$ cat src/rtl/serial_adder.sv
// -----------------------------------------------------------------------------
// serial_adder
//
// Multi-cycle bit-serial adder. Adds two WIDTH-bit operands plus a carry-in,
// STEP bits per clock, with one carry flip-flop. A request takes
// N = WIDTH/STEP add cycles. The block then spends one cycle in DONE before
// it can accept the next request.
//
// Optional feature (macro SERIAL_ADDER_SUB_EN):
//   When defined, sub=1 at start makes the block compute a - b. B is inverted
//   at latch time, the carry starts at 1 and cin is ignored. cout is the raw
//   carry, so 1 means no borrow.
//   When undefined, sub is ignored and no inversion logic exists.
//
// Parameters:
//   WIDTH     operand/result width (>= 1)
//   STEP      bits added per clock (WIDTH must be a multiple of STEP)
//
// Ports:
//   clk       rising-edge clock
//   rst_n     asynchronous active-low reset
//   start     request pulse, sampled only in IDLE
//   a, b      operands, sampled with start
//   cin       carry-in, sampled with start
//   sub       subtract request, sampled with start (optional feature only)
//   busy      high in RUN and DONE
//   done      one-cycle pulse when sum/cout/ovf are updated
//   sum       result modulo 2^WIDTH, held until the next completion
//   cout      carry out of bit WIDTH-1
//   ovf       signed overflow (carry into MSB xor carry out of MSB)
//   state_dbg current FSM state (0=IDLE, 1=RUN, 2=DONE) for observation
//
// Handshake: start is a request with no ready. It is accepted only on an
// edge where the block is IDLE (busy=0). Any start seen while busy=1 is
// dropped: it is neither queued nor treated as a restart. Each accepted
// request produces exactly one done pulse N edges after acceptance, unless
// reset intervenes.
// -----------------------------------------------------------------------------
module serial_adder #(
    parameter int WIDTH = 8,
    parameter int STEP  = 1
) (
    input  logic             clk,
    input  logic             rst_n,
    input  logic             start,
    input  logic [WIDTH-1:0] a,
    input  logic [WIDTH-1:0] b,
    input  logic             cin,
    input  logic             sub,
    output logic             busy,
    output logic             done,
    output logic [WIDTH-1:0] sum,
    output logic             cout,
    output logic             ovf,
    output logic [1:0]       state_dbg
);

    localparam int N  = WIDTH / STEP;
    localparam int CW = (N > 1) ? $clog2(N) : 1;
    localparam logic [CW-1:0] LAST = CW'(N - 1);

    generate
        if (WIDTH < 1 || STEP < 1 || (WIDTH % STEP) != 0) begin : g_bad_params
            $error("serial_adder: WIDTH must be >= 1 and a multiple of STEP");
        end
    endgenerate

    typedef enum logic [1:0] {
        IDLE = 2'd0,
        RUN  = 2'd1,
        DONE = 2'd2
    } state_t;

    state_t           state;
    logic [WIDTH-1:0] a_sr;
    logic [WIDTH-1:0] b_sr;
    logic [WIDTH-1:0] res_sr;
    logic             carry;
    logic [CW-1:0]    cnt;

    // Values loaded into the B shift register and carry flip-flop at start.
    logic [WIDTH-1:0] b_load;
    logic             carry_load;

`ifdef SERIAL_ADDER_SUB_EN
    // a - b == a + ~b + 1: invert once at latch time so the datapath is
    // the same adder in both modes.
    assign b_load     = sub ? ~b : b;
    assign carry_load = sub ? 1'b1 : cin;
`else
    assign b_load     = b;
    assign carry_load = cin;
    logic unused_sub;
    assign unused_sub = sub;
`endif

    // One STEP-wide slice of the addition per clock.
    logic [STEP:0]    psum;
    logic [WIDTH-1:0] res_next;
    logic             carry_into_msb;

    always_comb begin
        psum = {1'b0, a_sr[STEP-1:0]} + {1'b0, b_sr[STEP-1:0]}
             + {{STEP{1'b0}}, carry};

        // The new slice enters from the MSB side. After N slices, the first
        // slice has reached bit 0.
        res_next = res_sr >> STEP;
        res_next[WIDTH-1 -: STEP] = psum[STEP-1:0];

        // A sum bit is a ^ b ^ carry_in, so the carry into the top bit of
        // the slice can be recovered from its sum bit. On the last slice,
        // that top bit is bit WIDTH-1 of the result.
        carry_into_msb = a_sr[STEP-1] ^ b_sr[STEP-1] ^ psum[STEP-1];
    end

    always_ff @(posedge clk or negedge rst_n) begin
        if (!rst_n) begin
            state  <= IDLE;
            a_sr   <= '0;
            b_sr   <= '0;
            res_sr <= '0;
            carry  <= 1'b0;
            cnt    <= '0;
            busy   <= 1'b0;
            done   <= 1'b0;
            sum    <= '0;
            cout   <= 1'b0;
            ovf    <= 1'b0;
        end else begin
            case (state)
                IDLE: begin
                    done <= 1'b0;
                    if (start) begin
                        a_sr   <= a;
                        b_sr   <= b_load;
                        carry  <= carry_load;
                        res_sr <= '0;
                        cnt    <= '0;
                        busy   <= 1'b1;
                        state  <= RUN;
                    end
                end

                RUN: begin
                    a_sr   <= a_sr >> STEP;
                    b_sr   <= b_sr >> STEP;
                    carry  <= psum[STEP];
                    res_sr <= res_next;
                    cnt    <= cnt + CW'(1);
                    // sum/cout/ovf change only here, so they hold the
                    // previous result for the whole RUN phase.
                    if (cnt == LAST) begin
                        sum   <= res_next;
                        cout  <= psum[STEP];
                        ovf   <= carry_into_msb ^ psum[STEP];
                        done  <= 1'b1;
                        state <= DONE;
                    end
                end

                DONE: begin
                    done  <= 1'b0;
                    busy  <= 1'b0;
                    state <= IDLE;
                end

                default: begin
                    done  <= 1'b0;
                    busy  <= 1'b0;
                    state <= IDLE;
                end
            endcase
        end
    end

    assign state_dbg = state;

endmodule

$ cat config.mk
export PLATFORM = sky130hd
export DESIGN_NAME = serial_adder
export DESIGN_NICKNAME = d
export VERILOG_FILES = /design/src/rtl/serial_adder.sv
export SDC_FILE = /design/constraint.sdc
export NUM_CORES = 1
export LEC_CHECK = 0
export CORE_UTILIZATION = 61
export DETAILED_ROUTE_END_ITERATION = 10
export DONT_BUFFER_PORTS = 1
export PLACE_DENSITY = 0.77
export SYNTH_ARGS = -nofsm -noshare
export SYNTH_HDL_FRONTEND = slang
export SYNTH_SLANG_ARGS = --single-unit
$ cat constraint.sdc
create_clock -name clk -period 2 [get_ports clk]
set_clock_uncertainty 0.1 [all_clocks]
set_input_delay 0.3 -clock clk [delete_from_list [all_inputs] [get_ports clk]]
set_output_delay 0.3 -clock clk [all_outputs]
set_load 0.005 [all_outputs]
Yosys cells after proc, flatten, opt, wreduce, memory -nomap -nowiden

Cells that the tools add are included.
Widths: inputs -> output; s select.

Output and inout port bits: 14
Input port bits: 21
Register bits after elaboration: 42
Word-level logic and storage cells: 45

$add $sub $neg: 3
Muxes and demuxes: 17
Reduce and logical (&&, ||, !) cells: 6
Bitwise gates (word level): 4
Equality and inequality tests: 4

Operators by type and width:

| operator            | number |
|---|---|
| $pmux 8 s2          | 3 |
| $mux 8              | 3 |
| $reduce_and 2->1    | 4 |
| $pmux 3 s2          | 1 |
| $mux 1              | 4 |
| $mux 2              | 2 |
| $ne 2x2->1 const B  | 2 |
| $pmux 1 s2          | 2 |
| $pmux 2 s2          | 1 |
| $add 3x1->3 const B | 1 |
| $eq 3x3->1 const B  | 1 |
| $mux 3              | 1 |
| $xor 1x1->1         | 3 |
| $add 1x1->2         | 1 |
| $add 2x1->2         | 1 |
| $eq 2x1->1 const B  | 1 |
| $logic_not 2->1     | 1 |
| $reduce_bool 2->1   | 1 |
| $not 1->1           | 1 |

Longest topological paths before layout

Gate-level depths: netlist (run 1).

Depth after elaboration: 4
Mapped depth: 6

Least setup slack after synthesis (run 1)

OpenSTA, ideal clock, no wires.

Path kind: reg-to-reg
From: reg cnt[0]
To: reg sum[3]
Arrival: 1331 ps
Slack: 444 ps
Cell stages (with the launch flop): 6
Cell sequence: dfrtp_1 -> ha_1 -> ha_1 -> nand3b_4 -> buf_6 -> mux2_4

Cells in the longest elaborated chain, start to end: 2

RTL lines:

| what                              | RTL line | text |
|---|---|---|
| from (decl)                       | 79       | `logic [CW-1:0] cnt;` |
| from (signal assigned)            | 150      | `cnt <= cnt + CW'(1);` |
| $eq 3x3->1                        | 153      | `if (cnt == LAST) begin` |
| $reduce_and 2->1 (no source line) | n/a      |  |
| to (signal assigned)              | 154      | `sum <= res_next;` |
| to (decl)                         | 52       | `output logic [WIDTH-1:0] sum,` |

No other way between the ends.
A chain may end at the register's enable or synchronous reset.

Worst setup path after layout (run 1)

From: reg state[1] (netlist: state_dbg[1])
To: reg a_sr[2]

Cells in the longest elaborated chain, start to end: 3

RTL lines:

| what                                                             | RTL line | text |
|---|---|---|
| from (decl)                                                      | 74       | `state_t state;` |
| from (signal assigned)                                           | 119      | `state <= IDLE;` |
| from (signal assigned)                                           | 141      | `state <= RUN;` |
| from (signal assigned)                                           | 158      | `state <= DONE;` |
| $eq 2x1->1 or $logic_not 2->1 (tied branches)                    | 131      | `case (state)` |
| $reduce_bool 2->1 (no source line) or $ne 2x2->1 (tied branches) | n/a      |  |
| $reduce_and 2->1 (no source line)                                | n/a      |  |
| to (signal assigned)                                             | 146      | `a_sr <= a_sr >> STEP;` |
| to (decl)                                                        | 75       | `logic [WIDTH-1:0] a_sr;` |

Several ways; a longest one is shown, not always the timed one.

==> results.toml, run 1 <==
[critical_path]
startpoint_type = "flop"
cp_data_arrival_time_ps = 1820
peak_fanout_along_the_critical_path = 28
crit_required_ps = 2170
endpoint_kind = "flop"
criticalPathCategory = "reg -> reg"
capture_point_of_the_worst_reg_to_reg_path = "a_sr[2]$_DFFE_PN0P_"
timing.rr.start = "state_dbg[1]$_DFFE_PN0P_"
r2r.worst_path.cells = 4
reg2reg_setup_slack_ps = 350

[run]
max_cap_violations = 0

[cts]
cts_inserted_buffers = 5
worst_skew_pair_later_pin_latency_ps = 350
count_of_cells_resized_by_post_cts_repair = 0
tritoncts = "done"
htree_num_levels = 2
cts.reportedPaths.clkPinSlew_ps = 120
clock_tree.buffer_depth = 2
clock_sinks = 41
cts-root-buf = "sky130_fd_sc_hd__clkbuf_4"

[place]
dp.final_hpwl_um = 1930
io_buffers = 0
rd_place_congestion = 0.785

[layout]
filler_cell_count = 217
layout-area-overhead-vs-synth_pct = 8.22
layout.cells.most_common_list = "41 x sky130_fd_sc_hd__dfrtp_1, 23 x sky130_fd_sc_hd__o21ai_1, 22 x sky130_fd_sc_hd__nand2_1, 13 x sky130_fd_sc_hd__mux2i_1, 8 x sky130_fd_sc_hd__a22o_1"
antenna_cells = 0
finalNetCount = 182
drive_gt1_share_pct = 11.9
layout_commonest_cell = "sky130_fd_sc_hd__dfrtp_1"
finish.utilization_pct = 69.9

[detailed_routing]
route.vias.total = 1120
routed_via_density = 5.89
detail_route.first_pass.iterations = 5
wl_per_cell_um = 14.9
wl_um = 2840
drc_viols = 0
drt_iter0_drc = 10
antenna_violating_nets_post_route = 0

[status]
status = "complete, no violations"

[yosys]
total_nets_after_synthesis = 176
average_instance_area_after_synthesis_um2 = 11.7
postSynthCellCount = 152
mappedNetlistArea_um2 = 1780
yosys_register_bits = 41
yosysWarnings = 0
ys_seq_area_share_pct = 57.6
number_of_distinct_standard_cells_referenced_by_the_synthesized_netlist = 23

[worst_hold_path]
worst_hold_path.num_cells = 2
hold_path_sink = "b_sr[0]$_DFFE_PN0P_"
worst_hold_path_type = "in -> reg"
hold_path.startpoint = "b[0]"

[global_routing]
largest_net_degree_at_the_start_of_global_routing = 42
globalRoute.totalOverflow = 0
grt_use_total_pct = 21.4
grt_pass1_vias = 1171
grt_antenna_before_repair = 0
grt_pass1_wl_um = 5020

[sta]
finalHoldWorstSlack_ps = 37.4
min_period_over_period_pct = 82.7
finalSetupViolations = 0
report.final.hold_viol_count = 0
relSlewSlack_pct = 71.0
report.final.slew_viol_count = 0
finalWorstPathRequiredPeriod_ps = 1650
maxClockFrequency_mhz = 605
worst_slew_pin_slew_ps = 435
final.setup.tns_ps = 0
rsz0062_at_grt = "false"

[die]
area_of_the_die_um2 = 3140
fp-row-count = 19
die_y_um = 56.0
initial_core_utilization_pct = 64.6
die_width_um = 56.0
ioPinCount = 35
standard_cell_core_area_um2 = 2760

[pwr]
pwr-share-clk_pct = 18.2
power-per-cell-area_nw_per_um2 = 1580
total_leakage_power_nw = 0.959
internal_power_w = 0.00201
net_switching_power_of_the_design_w = 0.00103
peakVddDrop_mv = 1.20
power_frac_seq_pct = 46.4
share_of_power_burned_in_combinational_logic_pct = 35.4
switching_share_pct = 34.0
[metal layers]
metal | GRT usage, % | vias to the layer above | routed length [µm]
met4 | 10.1 | 0 | 77
met1 | 24.1 | 548 | 1180
met5 | 0 | - | 0
met2 | 36.4 | 31 | 1430
met3 | 7.21 | 6 | 146
li1 | - | 535 | -
[power by group through the flow]
| stage | sequential, W | clock [W] | combinational (W) |
|---|---|---|---|
| finish | 0.00141 | 0.000553 | 0.00108 |
| global placement | 0.00141 | 0 | 0.00101 |
| detailed placement | 0.00143 | 0 | 0.00107 |
| CTS | 0.00141 | 0.000570 | 0.00110 |
| floorplan | 0.00137 | 0 | 0.000935 |
| global route | 0.00146 | 0.000586 | 0.00123 |
[critical path, cell delays in order (launching register included)]
cell,delay [ps]
sky130_fd_sc_hd__dfrtp_1,610
sky130_fd_sc_hd__o21bai_2,310
sky130_fd_sc_hd__buf_4,350
sky130_fd_sc_hd__nand2_1,100
sky130_fd_sc_hd__o21ai_1,90
[how the worst max path moves through the flow]
stage               slack, ps                     start                  end
floorplan                 440        cnt[0]$_DFFE_PN0P_   sum[3]$_DFFE_PN0P_
global placement          400       a_sr[0]$_DFFE_PN0P_      ovf$_DFFE_PN0P_
detailed placement        360  state_dbg[1]$_DFFE_PN0P_  a_sr[2]$_DFFE_PN0P_
CTS                       340  state_dbg[1]$_DFFE_PN0P_  a_sr[2]$_DFFE_PN0P_
global route              240  state_dbg[1]$_DFFE_PN0P_  a_sr[2]$_DFFE_PN0P_
finish                    350  state_dbg[1]$_DFFE_PN0P_  a_sr[2]$_DFFE_PN0P_
[state kept, by name (all words and copies together), names as in the netlist]
name       count
a_sr           8
b_sr           8
busy           1
carry          1
cnt            3
cout           1
done           1
ovf            1
res_sr         7
state_dbg      2
sum            8
[stage by stage]
| step | total power (W) | setup WS [ps] | area (µm²) | std cells |
|---|---|---|---|---|
| floorplan | 0.00230 | 444 | 1780 | 152 |
| global placement | 0.00243 | 400 | 1780 | 177 |
| detailed placement | 0.00250 | 358 | 1780 | 177 |
| CTS | 0.00308 | 342 | 1930 | 190 |
| global route | 0.00328 | 242 | 1930 | 190 |
| finish | 0.00304 | 347 | 1930 | 190 |
[cells by family (layout without fill, tap and decap cells)]
logic type	after synthesis	count (layout)	share of synthesized area, %
flops	41	41	57.6
compound gates	37	37	12.4
simple gates	33	33	8.78
mux	20	20	12.4
buf+inv	15	22	4.85
fa+ha+maj	3	3	2.53
xor+xnor	3	3	1.48
[synth_stat cells (all sizes together)]
cell / n / area (µm²)
xnor2: 3 / 26.3
nand2: 22 / 82.6
a22o: 8 / 70.1
ha: 2 / 25.0
o21bai: 1 / 7.51
nor2b: 4 / 25.0
nor2: 5 / 18.8
nand3b: 1 / 20.0
buf: 8 / 60.1
inv: 6 / 22.5
o21ai: 23 / 115
a21oi: 4 / 20.0
nor4bb: 1 / 10.0
a22oi: 1 / 7.51
mux2: 7 / 90.1
clkbuf: 1 / 3.75
mux2i: 13 / 130
fa: 1 / 20.0
dfrtp: 41 / 1030
[final cells by class]
cell class	instances	area (µm²)	area share (%)
Inverter	6	22.5	1.17
Clock buffer	7	55.1	2.86
Timing Repair Buffer	8	82.6	4.29
Tap cell	31	38.8	2.01
Clock inverter	1	30.0	1.56
Multi-Input combinational cell	96	672	34.9
Sequential cell	41	1030	53.2
[timing repair]
item / 4_1_cts / 5_1_grt
setup buffers: 0 / 0
hold buffers: 5 / 0
hold endpoints to repair: 45 / 0
No activity file was read; power rests on OpenSTA's default activity.
==> run 2, diff against run 1 <==
--- a/config.mk
+++ b/config.mk
@@ -5,10 +5,10 @@
 export SDC_FILE = /design/constraint.sdc
 export NUM_CORES = 1
 export LEC_CHECK = 0
-export CORE_UTILIZATION = 61
+export CORE_UTILIZATION = 55
 export DETAILED_ROUTE_END_ITERATION = 10
 export DONT_BUFFER_PORTS = 1
-export PLACE_DENSITY = 0.77
+export PLACE_DENSITY = 0.73
 export SYNTH_ARGS = -nofsm -noshare
 export SYNTH_HDL_FRONTEND = slang
 export SYNTH_SLANG_ARGS = --single-unit
==> constraint.sdc (replaced) <==
create_clock -name clk -period 1.5 [get_ports clk]
set_clock_uncertainty 0.1 [all_clocks]
set_input_delay 0.225 -clock clk [delete_from_list [all_inputs] [get_ports clk]]
set_output_delay 0.225 -clock clk [all_outputs]
set_load 0.005 [all_outputs]
==> run 2 against run 1 <==
Compared with the run above: the flow now finishes with violations (setup timing); cell count up 20%; core utilization is 2.7 points higher; count of clock-buffer cells in the layout is the same; worst setup slack got worse by 390 ps; die area is 11% higher.
==> results.toml, run 2 (synthesis results as in run 1) <==
[layout]
register_area_um2 = 1030
layout.cells.most_common_list = "40 x sky130_fd_sc_hd__dfrtp_1, 23 x sky130_fd_sc_hd__o21ai_1, 22 x sky130_fd_sc_hd__nand2_1, 17 x sky130_fd_sc_hd__dlygate4sd3_1, 13 x sky130_fd_sc_hd__mux2i_1"
largest_registers_in_the_final_layout = "a_sr x8, b_sr x8, sum x8"
multiInputGateArea_um2 = 728
filler_cell_count = 234
antenna_cells = 0
layout_commonest_cell = "sky130_fd_sc_hd__dfrtp_1"
finalNetCount = 207
final_cell_area_um2 = 2210
post_layout_nonfiller_instances = 228
layout-area-overhead-vs-synth_pct = 24.4
finish.utilization_pct = 72.5
drive_gt1_share_pct = 22.8

[global_routing]
grt_antenna_before_repair = 0
globalRoute.totalOverflow = 0
grt_pass1_vias = 1173
largest_net_degree_at_the_start_of_global_routing = 42
grt_pass1_wl_um = 5400
grt_use_total_pct = 21.6

[die]
die_y_um = 58.9
fp-row-count = 20
die_width_um = 58.9
area_of_the_die_um2 = 3470
standard_cell_core_area_um2 = 3050
ioPinCount = 35
initial_core_utilization_pct = 58.3

[cts]
cts-root-buf = "sky130_fd_sc_hd__clkbuf_4"
htree_num_levels = 2
worst_skew_pair_later_pin_latency_ps = 350
tritoncts = "done"
cts_inserted_buffers = 5
clock_tree.buffer_depth = 2
clock_sinks = 41
cts.reportedPaths.clkPinSlew_ps = 120

[detailed_routing]
drc_viols = 0
route.vias.total = 1197
detail_route.first_pass.iterations = 4
antenna_violating_nets_post_route = 0
drt_iter0_drc = 41
wl_um = 3290
routed_via_density = 5.25
wl_per_cell_um = 14.4

[sta]
report.final.hold_viol_count = 0
rsz0062_at_grt = "true"
finalSetupViolations = 1
final.setup.tns_ps = -43.0
fin_ws_ps = -43.0
finalWorstPathRequiredPeriod_ps = 1540
maxClockFrequency_mhz = 648
worst_slew_pin_slew_ps = 302
report.final.slew_viol_count = 0
relSlewSlack_pct = 79.9
min_period_over_period_pct = 103

[critical_path]
critical-path-max-stage-delay_ps = 590
crit_required_ps = 1640
peak_fanout_along_the_critical_path = 2
criticalPathCategory = "reg -> reg"
timing.critical_path.buf_inv = 1
crit_path_cell_trace = "inv_2, fa_2, xnor2_2, xnor2_1, o21ai_1"
critical-path-top-delay-family = "adder cells"
cp_data_arrival_time_ps = 1690
startpoint_type = "flop"
endpoint_kind = "flop"
reg2reg_setup_slack_ps = -40
crit_slowest_cell = "sky130_fd_sc_hd__fa_2"

[pwr]
total_leakage_power_nw = 1.09
power-per-cell-area_nw_per_um2 = 2020
peakVddDrop_mv = 0.926

[place]
place_ws_ps = -97.8
io_buffers = 0
dp.final_hpwl_um = 2180
dpl.cell_count = 198
rd_place_congestion = 0.746
placed_cell_area_um2 = 1880

[status]
status = "finished with violations"
violated_checks = "setup timing"

[run]
max_cap_violations = 0

[worst_hold_path]
worst_hold_path_type = "in -> reg"
==> run 2: cell count changes in the layout (fill, tap and decap cells not counted), moves of 3 or more <==
cell,change
sky130_fd_sc_hd__dlygate4sd3_1,+13
sky130_fd_sc_hd__mux2_1,-3
sky130_fd_sc_hd__mux2_4,+3
sky130_fd_sc_hd__buf_4,+9
==> run 2: per-stage QoR <==
step                hold slack [ps]  power (W)
floorplan                      -171    0.00308
global placement               -170    0.00343
detailed placement             -170    0.00356
CTS                            2.81    0.00441
global route                   15.1    0.00480
finish                         13.1    0.00448
==> run 2: worst paths after layout <==
| check | to | depth (start not counted) | start |
|---|---|---|---|
| worst max-delay path | ovf$_DFFE_PN0P_ | 5 | a_sr[0]$_DFFE_PN0P_ |
| worst min-delay path | b_sr[7]$_DFFE_PN0P_ | 3 | start |
| worst max register to register | ovf$_DFFE_PN0P_ | 5 | a_sr[0]$_DFFE_PN0P_ |
| worst min register to register | cnt[0]$_DFFE_PN0P_ | 1 | cnt[0]$_DFFE_PN0P_ |
| max in group asynchronous | b_sr[5]$_DFFE_PN0P_ | 2 | rst_n |
| min in group asynchronous | res_sr[6]$_DFFE_PN0P_ | 2 | rst_n |
==> run 2: layout make-up <==
type / count / area share, %
Sequential cell: 41 / 46.4
Clock buffer: 7 / 2.94
Multi-Input combinational cell: 97 / 32.9
Tap cell: 44 / 2.49
Clock inverter: 1 / 0.226
Timing Repair Buffer: 32 / 14.1
Inverter: 6 / 1.02
==> run 2: what timing repair did <==
item,in CTS,in global routing
resized for setup,4,7
gates cloned,1,0
pin swaps,4,3
endpoints found under the setup margin,5,15
setup buffers,1,2
hold buffers,18,0
hold endpoints to repair,58,0
==> run 2: worst min-delay path, delay by kind of cell <==
| family | cells | cell delay (ps) |
|---|---|---|
| AOI/OAI and AO/OA | 2 | 160 |
| and+or+nand+nor | 1 | 40 |
==> run 2: layer usage <==
layer  track usage [%]  wire (µm)  vias to the layer above
li1                  -          -                      585
met3              5.93        103                        4
met2              37.2       1690                       27
met1              25.7       1450                      581
met4              8.16         36                        0
met5                 0          0                        -
==> run 2: power breakdown <==
group | switching, W | internal (W) | total [W]
clock network | 0.000345 | 0.000272 | 0.000617
logic | 0.000851 | 0.00108 | 0.00193
registers | 0.000357 | 0.00157 | 0.00193
total | 0.00155 | 0.00292 | 0.00448
==> run 3, diff against run 2 <==
--- a/config.mk
+++ b/config.mk
@@ -5,10 +5,11 @@
 export SDC_FILE = /design/constraint.sdc
 export NUM_CORES = 1
 export LEC_CHECK = 0
-export CORE_UTILIZATION = 55
+export CORE_ASPECT_RATIO = 0.9
+export CORE_UTILIZATION = 38
 export DETAILED_ROUTE_END_ITERATION = 10
 export DONT_BUFFER_PORTS = 1
-export PLACE_DENSITY = 0.73
+export GPL_TIMING_DRIVEN = 0
 export SYNTH_ARGS = -nofsm -noshare
 export SYNTH_HDL_FRONTEND = slang
 export SYNTH_SLANG_ARGS = --single-unit
==> run 3 against run 2 <==
Compared with the run above: the flow still finishes with violations (setup timing); clock power increased by 11%; die area increased by 43%; critical path depth unchanged; critical path type unchanged; largest cell class unchanged.
==> results.toml, run 3 (synthesis results as in run 1) <==
[layout]
drive_gt1_share_pct = 24.6
finalNetCount = 198
post_layout_nonfiller_instances = 237
layout_commonest_cell = "sky130_fd_sc_hd__dfrtp_1"
layout.cells.most_common_list = "41 x sky130_fd_sc_hd__dfrtp_1, 23 x sky130_fd_sc_hd__o21ai_1, 21 x sky130_fd_sc_hd__nand2_1, 13 x sky130_fd_sc_hd__mux2i_1, 10 x sky130_fd_sc_hd__buf_4"
layout-area-overhead-vs-synth_pct = 20.1
antenna_cells = 0
largest_registers_in_the_final_layout = "a_sr x8, b_sr x8, sum x8"

[cts]
cts_inserted_buffers = 5
cts.reportedPaths.clkPinSlew_ps = 70
clock_tree.buffer_depth = 2
cts-root-buf = "sky130_fd_sc_hd__clkbuf_8"
worst_skew_pair_later_pin_latency_ps = 290
htree_num_levels = 2
tritoncts = "done"
clock_sinks = 41

[die]
initial_core_utilization_pct = 39.7
die_y_um = 66.9
fp-row-count = 23
area_of_the_die_um2 = 4960
die_width_um = 74.2
standard_cell_core_area_um2 = 4490
ioPinCount = 35

[worst_hold_path]
worst_hold_path_type = "in -> reg"

[sta]
maxClockFrequency_mhz = 650
finalSetupViolations = 4
worst_slew_pin_slew_ps = 298
min_period_over_period_pct = 102
finalWorstPathRequiredPeriod_ps = 1540
rsz0062_at_grt = "true"
final.setup.tns_ps = -70.5
report.final.hold_viol_count = 0
fin_ws_ps = -37.4
relSlewSlack_pct = 80.2
report.final.slew_viol_count = 0

[detailed_routing]
route.vias.total = 1179
wl_um = 3350
drt_iter0_drc = 25
wl_per_cell_um = 14.1
antenna_violating_nets_post_route = 0
routed_via_density = 4.97
detail_route.first_pass.iterations = 4
drc_viols = 0

[global_routing]
grt_antenna_before_repair = 0
globalRoute.totalOverflow = 0
grt_pass1_wl_um = 5560
grt_use_total_pct = 15.5
grt_pass1_vias = 1185
largest_net_degree_at_the_start_of_global_routing = 42

[pwr]
total_leakage_power_nw = 1.04
peakVddDrop_mv = 0.793
power-per-cell-area_nw_per_um2 = 2080

[place]
dp.final_hpwl_um = 2260
rd_place_congestion = 0.698
dpl.cell_count = 214
io_buffers = 0

[status]
status = "finished with violations"
violated_checks = "setup timing"

[run]
max_cap_violations = 0

[critical_path]
cp_data_arrival_time_ps = 1620
startpoint_type = "flop"
criticalPathCategory = "reg -> reg"
crit_required_ps = 1580
endpoint_kind = "flop"
peak_fanout_along_the_critical_path = 2
## run 3: cell count changes in the layout (fill, tap and decap cells not counted), sizes merged
cell / previous run / this run
dlygate4sd3: 17 / 4
buf: 15 / 18
clkinv: 1 / 2
clkinvlp: 0 / 1
nand3b: 2 / 1
## run 3: cell type report
type	instances	area (µm²)
clock buffer	5	68.8
tap	62	77.6
buffer	9	71.3
clock inverter	3	17.5
fill	436	2350
sequential	41	1030
timing repair buffer	15	151
multi-input combinational	96	703
inverter	6	22.5
## run 3: timing repair
item                                   in CTS  in global routing
hold buffers                                5                  0
pin swaps                                   4                  2
setup buffers                               6                  4
gates resized for setup                     3                  8
setup endpoints to repair                   5                 22
endpoints found under the hold margin      45                  0
## run 3: metal layers
layer | GRT usage (%) | vias up | share of wire, %
met5 | 0 | - | 0
met4 | 3.61 | 0 | 0.81
met3 | 6.66 | 4 | 5.8
met2 | 25.2 | 35 | 48
met1 | 18.8 | 577 | 45
li1 | - | 563 | -
## run 3: critical path, stage by stage (launching register included)
cell and delay, ps:
sky130_fd_sc_hd__dfrtp_1 360, sky130_fd_sc_hd__inv_2 50, sky130_fd_sc_hd__fa_2 590, sky130_fd_sc_hd__xnor2_2 110, sky130_fd_sc_hd__xnor2_1 140, sky130_fd_sc_hd__o21ai_1 70
## run 3: report_power, final
group	leakage [nW]	switching (W)	internal [W]	total, W
combinational	0.477	0.000847	0.00101	0.00186
clock	0.0439	0.000365	0.000321	0.000686
sequential	0.524	0.000334	0.00157	0.00190
## run 3: worst paths after layout
| kind | startpoint | slack (ps) | cells past startpoint | endpoint |
|---|---|---|---|---|
| min in group asynchronous | rst_n | 320 | 2 | sum[0]$_DFFE_PN0P_ |
| max reg2reg | carry$_DFFE_PN0P_ | -40 | 5 | ovf$_DFFE_PN0P_ |
| max in group asynchronous | rst_n | 780 | 2 | cnt[1]$_DFFE_PN0P_ |
| min reg2reg | b_sr[3]$_DFFE_PN0P_ | 390 | 2 | b_sr[3]$_DFFE_PN0P_ |
| min | b[2] | 20 | 2 | b_sr[2]$_DFFE_PN0P_ |
| max | carry$_DFFE_PN0P_ | -40 | 5 | ovf$_DFFE_PN0P_ |
## run 3: stage by stage
step	power (W)	hold slack, ps	setup WS, ps	cell area (µm²)	util (%)
global route	0.00486	12.2	-120	2140	47.6
global placement	0.00333	-169	-100	1860	41.5
detailed placement	0.00341	-169	-110	1860	41.5
finish	0.00445	18.5	-37.4	2140	47.6
floorplan	0.00308	-171	-9.32	1790	-
CTS	0.00429	10.5	-47.9	2070	46.0
